File: src/rtl/bimodal_branch_predictor.sv
// bimodal_branch_predictor: 2-bit saturating-counter branch history table with mispredict statistics
module bimodal_branch_predictor #(
  parameter int         INDEX_BITS   = 6,
  parameter logic [1:0] COUNTER_INIT = 2'b01,
  parameter int         STAT_WIDTH   = 32
) (
  input  logic                  clk_i,
  input  logic                  rst_i,
  input  logic [31:0]           FetchPC_i,
  output logic                  PredTaken_o,
  input  logic                  UpdateEn_i,
  input  logic [31:0]           UpdatePC_i,
  input  logic                  ActualTaken_i,
  input  logic                  PredTakenEX_i,
  output logic                  Mispredict_o,
  output logic [STAT_WIDTH-1:0] BranchCount_o,
  output logic [STAT_WIDTH-1:0] MispredCount_o
);
  localparam int DEPTH = 2 ** INDEX_BITS;
  logic [1:0] tbl [DEPTH];
  logic [INDEX_BITS-1:0] f_idx, u_idx;
  logic [1:0] cur, nxt;
  logic unused;
  assign f_idx = FetchPC_i[INDEX_BITS+1:2];
  assign u_idx = UpdatePC_i[INDEX_BITS+1:2];
  assign unused = ^{FetchPC_i[31:INDEX_BITS+2], FetchPC_i[1:0], UpdatePC_i[31:INDEX_BITS+2], UpdatePC_i[1:0]};
  assign PredTaken_o = tbl[f_idx][1];
  assign Mispredict_o = UpdateEn_i & (ActualTaken_i != PredTakenEX_i);
  assign cur = tbl[u_idx];
  always_comb begin
    nxt = ActualTaken_i ? ((cur == 2'b11) ? cur : cur + 2'd1)
                        : ((cur == 2'b00) ? cur : cur - 2'd1);
  end
  always_ff @(posedge clk_i) begin
    if (rst_i) begin
      for (int i = 0; i < DEPTH; i++) tbl[i] <= COUNTER_INIT;
      BranchCount_o  <= '0;
      MispredCount_o <= '0;
    end else if (UpdateEn_i) begin
      tbl[u_idx] <= nxt;
      if (!(&BranchCount_o)) BranchCount_o <= BranchCount_o + STAT_WIDTH'(1);
      if (Mispredict_o && !(&MispredCount_o)) MispredCount_o <= MispredCount_o + STAT_WIDTH'(1);
    end
  end
endmodule

File: config.mk
export PLATFORM = sky130hd
export DESIGN_NAME = bimodal_branch_predictor
export DESIGN_NICKNAME = d
export VERILOG_FILES = /design/src/rtl/bimodal_branch_predictor.sv
export SDC_FILE = /design/constraint.sdc
export NUM_CORES = 1
export LEC_CHECK = 0
export CORE_MARGIN = 10
export CORE_UTILIZATION = 30
export CTS_CLUSTER_SIZE = 20
export DETAILED_ROUTE_END_ITERATION = 16
export PLACE_DENSITY_LB_ADDON = 0.2
export SYNTH_ARGS = -nofsm -noshare
export SYNTH_HDL_FRONTEND = slang
export SYNTH_SLANG_ARGS = --single-unit
File: constraint.sdc
create_clock -name clk_i -period 5.6 [get_ports clk_i]
set_clock_uncertainty 0.05 [all_clocks]
set_input_delay 1.4 -clock clk_i [delete_from_list [all_inputs] [get_ports clk_i]]
set_output_delay 1.4 -clock clk_i [all_outputs]
set_load 0.02 [all_outputs]
# Word level (Yosys, flattened, before mapping)
# Memories as Yosys holds them, arrays and structs flattened.
# Index checks and enable logic that the tools add are counted.
dict set report classes {
  n_addsub 4
  eq_ne 2
  n_mux 11
  bitwise_logic 2
  reduce_logical 8
}
# op count
set op_table {}
lappend op_table {{$add A32 B1 Y32 const B} 2}
lappend op_table {{$reduce_and A32 Y1} 2}
lappend op_table {{$mux W2} 4}
lappend op_table {{$mux W1} 6}
lappend op_table {{$mux W6} 1}
lappend op_table {{$reduce_and A2 Y1} 2}
lappend op_table {{$add A2 B1 Y2 const B} 1}
lappend op_table {{$eq A2 B2 Y1 const B} 1}
lappend op_table {{$logic_not A2 Y1} 1}
lappend op_table {{$reduce_or A2 Y1} 1}
lappend op_table {{$sub A2 B1 Y2 const B} 1}
lappend op_table {{$and A1 B1 Y1} 1}
lappend op_table {{$logic_and A1 B1 Y1} 1}
lappend op_table {{$logic_not A1 Y1} 1}
lappend op_table {{$ne A1 B1 Y1} 1}
lappend op_table {{$not A1 Y1} 1}
dict set report word_totals {
  ff_bits 64
  mem_bits_rw 128
  input_bits 69
  output_inout_bits 66
  elab_cells 30
  mem_count 1
}
# memory words word_bits rd rd_ports_with_merged_regs wr line
set mem_list {}
lappend mem_list {tbl 64 2 2 0 64 20} ;# logic [1:0] tbl [DEPTH];

# Depth between registers and ports, before layout
dict set report depth {
  ltp_word 5
  depth_mapped 12
  depth_no_buf 8
}

# Worst setup path after synthesis
# Ideal clock, no wire load.
dict set report synth_path {
  path_kind {input port to output port}
  startpoint {input FetchPC_i[2]}
  endpoint {output PredTaken_o}
  arrival_time_ps 3881
  required_ps 4150
  slack_ps 269
  stages 5
  path_buffers 2
  cell_sequence {clkbuf_1 buf_1 mux4_2 mux4_2 mux4_2}
}
dict set report synth_between {
  elab_chain_cells 1
}
# element line
set synth_rtl {}
lappend synth_rtl {{start: declaration} 9} ;# input logic [31:0] FetchPC_i,
lappend synth_rtl {{$mem_v2 Z64 W2} --}
lappend synth_rtl {{end: declaration} 10} ;# output logic PredTaken_o,
# Every way passes these cells.

# Worst setup path in the final report
# Same ends and word-level chain as after synthesis.

==> results.toml <==
[logic_synthesis]
syn_inst = 987
synth_edf_count = 128
synth_flop_cell = "edfxtp_1"
synthDistinctLibCells = 59
synth-seq-area-share = 0.5070
synth_most_common_cell = "edfxtp_1"
yosysWarnings = 0
async_reset_ff_frac = 0
synth_fp_nets = 1058
synth_area_leaders = "edfxtp_1 38%, dfxtp_1 13%, mux4_2 6.5%"
synth-seq-cells = 192
netlist_area_sq_um = 10110
synth_common_cells = "128 x edfxtp_1, 126 x nor2_1, 93 x nand2_1"
syn_avg_cell_area_sq_um = 10.24
synth_top_area_cell = "edfxtp_1"
synth_top_area_share = 0.3802

[place]
gp_congestion = 0.8066
dp_hpwl_um = 20440
io_buffers = 82

[timing]
tns_ns = 0
max_freq_mhz = 183.8
slew_headroom = 0.2459
fin_hold_ws_ns = 0.4557
final-setup-viol-count = 0
worst_slew_pin_slew_ns = 1.129
final_hold_viol_count = 0
rsz0062_at_grt = "no"
fin_crit_sh = 0.9717
slew_violations = 0
min_period_ns = 5.442

[setup_path]
end_kind = "output port"
crit_path_cell_trace = "clkdlybuf4s50_1 > buf_12 > mux4_2 > mux4_2 > mux4_2 > dlygate4sd2_1"
path_max_fanout = 16
crit_path_frequent_cell = "mux4_2"
cp.required_ns = 4.15
startpoint_type = "input pin"
cp_slowest_stage_delay_ns = 0.56
cp.arrival_ns = 3.99
cpMaxStageDelayCell = "mux4_2"
critPathKind = "input pin to output port"

[outcome]
status = "completed"

[hold_path]
hold_class = "flop to flop"

[floorplanning]
start_util = 0.3030
die-height_um = 203.6
rows = 67
core_area_sq_um = 33360
die-area_sq_um = 41440
io_pins = 135
fp.dieW_um = 203.6

[pwr]
power_density_nw_per_um2 = 261.1
ir_worst_vdd_mv = 0.2267
clock_power_share = 0.399
p_comb_frac = 0.106
finalPower_mw = 3.133
seq_power_share = 0.495
leakage_nw = 3.894
p_int_mw = 2.337
p_sw_frac = 0.2542
switching_power_mw = 0.7966

[grt]
grt_usage = 0.1459
grt-busiest-layer = "met2"
met2_usage = 0.2321
met1_usage = 0.1876
antenna_found_initial = 0
grt_max_degree = 77
grt_pass1_wl_um = 46950
grtUsageMet3 = 0.04268
grt_pass1_vias = 7888
grt_overflow_total = 0

[routing]
drtIter0Drc = 607
num_vias = 7784
drt_pass1_iterations = 4
wl_um = 29890
drc_errors = 0
viasPerCell = 5.169
ant_nets = 0
wl_per_cell_um = 19.84

[layout]
utilization = 0.3596
fill_cells = 3414
syn2layout_area_growth_pct = 18.70
drive_gt1_frac = 0.1276
nNetsFinal = 1116
antennaDiodeCount = 0

[clock_tree]
ctsHtreeMaxLevel = 4
clkTransAtPathRegs_ns = 0.07
cts_sinks = 192
cts_tree = "yes"
clock_latency_ns = 0.46
cts_buffer_depth = 2
cts-root-buf = "clkbuf_16"
ctsHoldBuffers = 0
cts_inserted_buffers = 17

[run]
maxCapViolCount = 0
final cells by class:
class                      count  area, sq um  share of cell area
sequential                   192         5125              0.4271
timing repair buffer         113         1077             0.08978
inverter                       9        33.78            0.002815
tap                          448        560.5             0.04672
clock inverter                12        130.1             0.01084
clock buffer                  20        457.9             0.03816
multi-input combinational    712         4614              0.3846
critical path: cells and delay by family:
family                 cells  cell delay [ns]
multiplexers               3             1.54
buffers and inverters      3             1.05
routing by layer:
| layer | wire [um] | part of all wire | vias to the layer above |
|---|---|---|---|
| met1 | 13370 | 0.45 | 3817 |
| li1 | - | - | 3696 |
| met3 | 2207 | 0.074 | 38 |
| met2 | 13780 | 0.46 | 233 |
| met4 | 527 | 0.018 | 0 |
| met5 | 0 | 0 | - |
kinds of logic (layout without fill, tap and decap cells):
family | count (synthesis) | in the layout | share of synthesized area
xor+xnor | 53 | 53 | 0.04592
buf+inv | 83 | 154 | 0.03713
simple gates | 497 | 497 | 0.2427
fa+ha+maj | 4 | 4 | 0.004579
flops | 192 | 192 | 0.5070
compound gates | 91 | 91 | 0.05979
mux | 67 | 67 | 0.1029
through the flow:
| stage | setup slack, ns | cells | area [sq um] |
|---|---|---|---|
| floorplan | 0.2690 | 987 | 10110 |
| global placement | -0.05789 | 1474 | 11410 |
| detailed placement | -0.06475 | 1474 | 11410 |
| CTS | 0.1472 | 1506 | 12000 |
| global route | 0.07449 | 1506 | 12000 |
| finish | 0.1583 | 1506 | 12000 |
sequential cells by signal, summed over array words and instances (netlist names):
signal,count
tbl,128
BranchCount_o,32
MispredCount_o,32
placed cells by master (no fill, tap or decap), types with 4 or more instances in the layout:
| cell | netlist | routed |
|---|---|---|
| inv_4 | 0 | 4 |
| inv_1 | 9 | 9 |
| or2_2 | 30 | 30 |
| and3_1 | 15 | 15 |
| dfxtp_1 | 64 | 64 |
| o21ai_0 | 18 | 18 |
| nand2_1 | 93 | 93 |
| clkbuf_16 | 0 | 18 |
| nand3_1 | 74 | 74 |
| nor3b_1 | 4 | 4 |
| nand3b_1 | 4 | 4 |
| a31oi_1 | 6 | 6 |
| xnor2_1 | 18 | 18 |
| nor4_1 | 8 | 8 |
| nor3_1 | 51 | 50 |
| mux4_2 | 29 | 29 |
| buf_4 | 12 | 29 |
| nand2b_1 | 30 | 30 |
| and2_1 | 5 | 5 |
| a21oi_1 | 20 | 20 |
| edfxtp_1 | 128 | 128 |
| nor2_1 | 126 | 126 |
| clkdlybuf4s50_1 | 0 | 78 |
| or3_1 | 12 | 12 |
| mux2_2 | 5 | 5 |
| nor2b_1 | 8 | 8 |
| nand4_1 | 21 | 21 |
| a21o_1 | 16 | 16 |
| mux2i_1 | 33 | 33 |
| xor2_1 | 35 | 35 |
| and4_1 | 6 | 6 |
worst paths after layout:
| kind | to | slack, ns | cells past startpoint | start |
|---|---|---|---|---|
| setup / recovery | PredTaken_o | 0.16 | 6 | FetchPC_i[2] |
| hold / removal | BranchCount_o[22] | 0.46 | 2 | BranchCount_o[22] |
| setup reg to reg | tbl[61][0] | 2.61 | 7 | tbl[47][1] |
| hold reg to reg | BranchCount_o[22] | 0.46 | 2 | BranchCount_o[22] |
what timing repair did:
item,in CTS,in global routing
gates resized for setup,1,0
setup buffers,0,0
endpoints found under the setup margin,1,0
power by group through the flow:
stage / Sequential (mW) / Clock, mW / Combinational (mW)
2_1_floorplan: 1.58 / 0 / 0.225
6_report: 1.55 / 1.25 / 0.334
3_3_place_gp: 1.58 / 0 / 0.334
4_1_cts: 1.55 / 1.29 / 0.335
3_5_place_dp: 1.58 / 0 / 0.335
5_1_grt: 1.55 / 1.34 / 0.360
(Power assumes the default switching activity.)
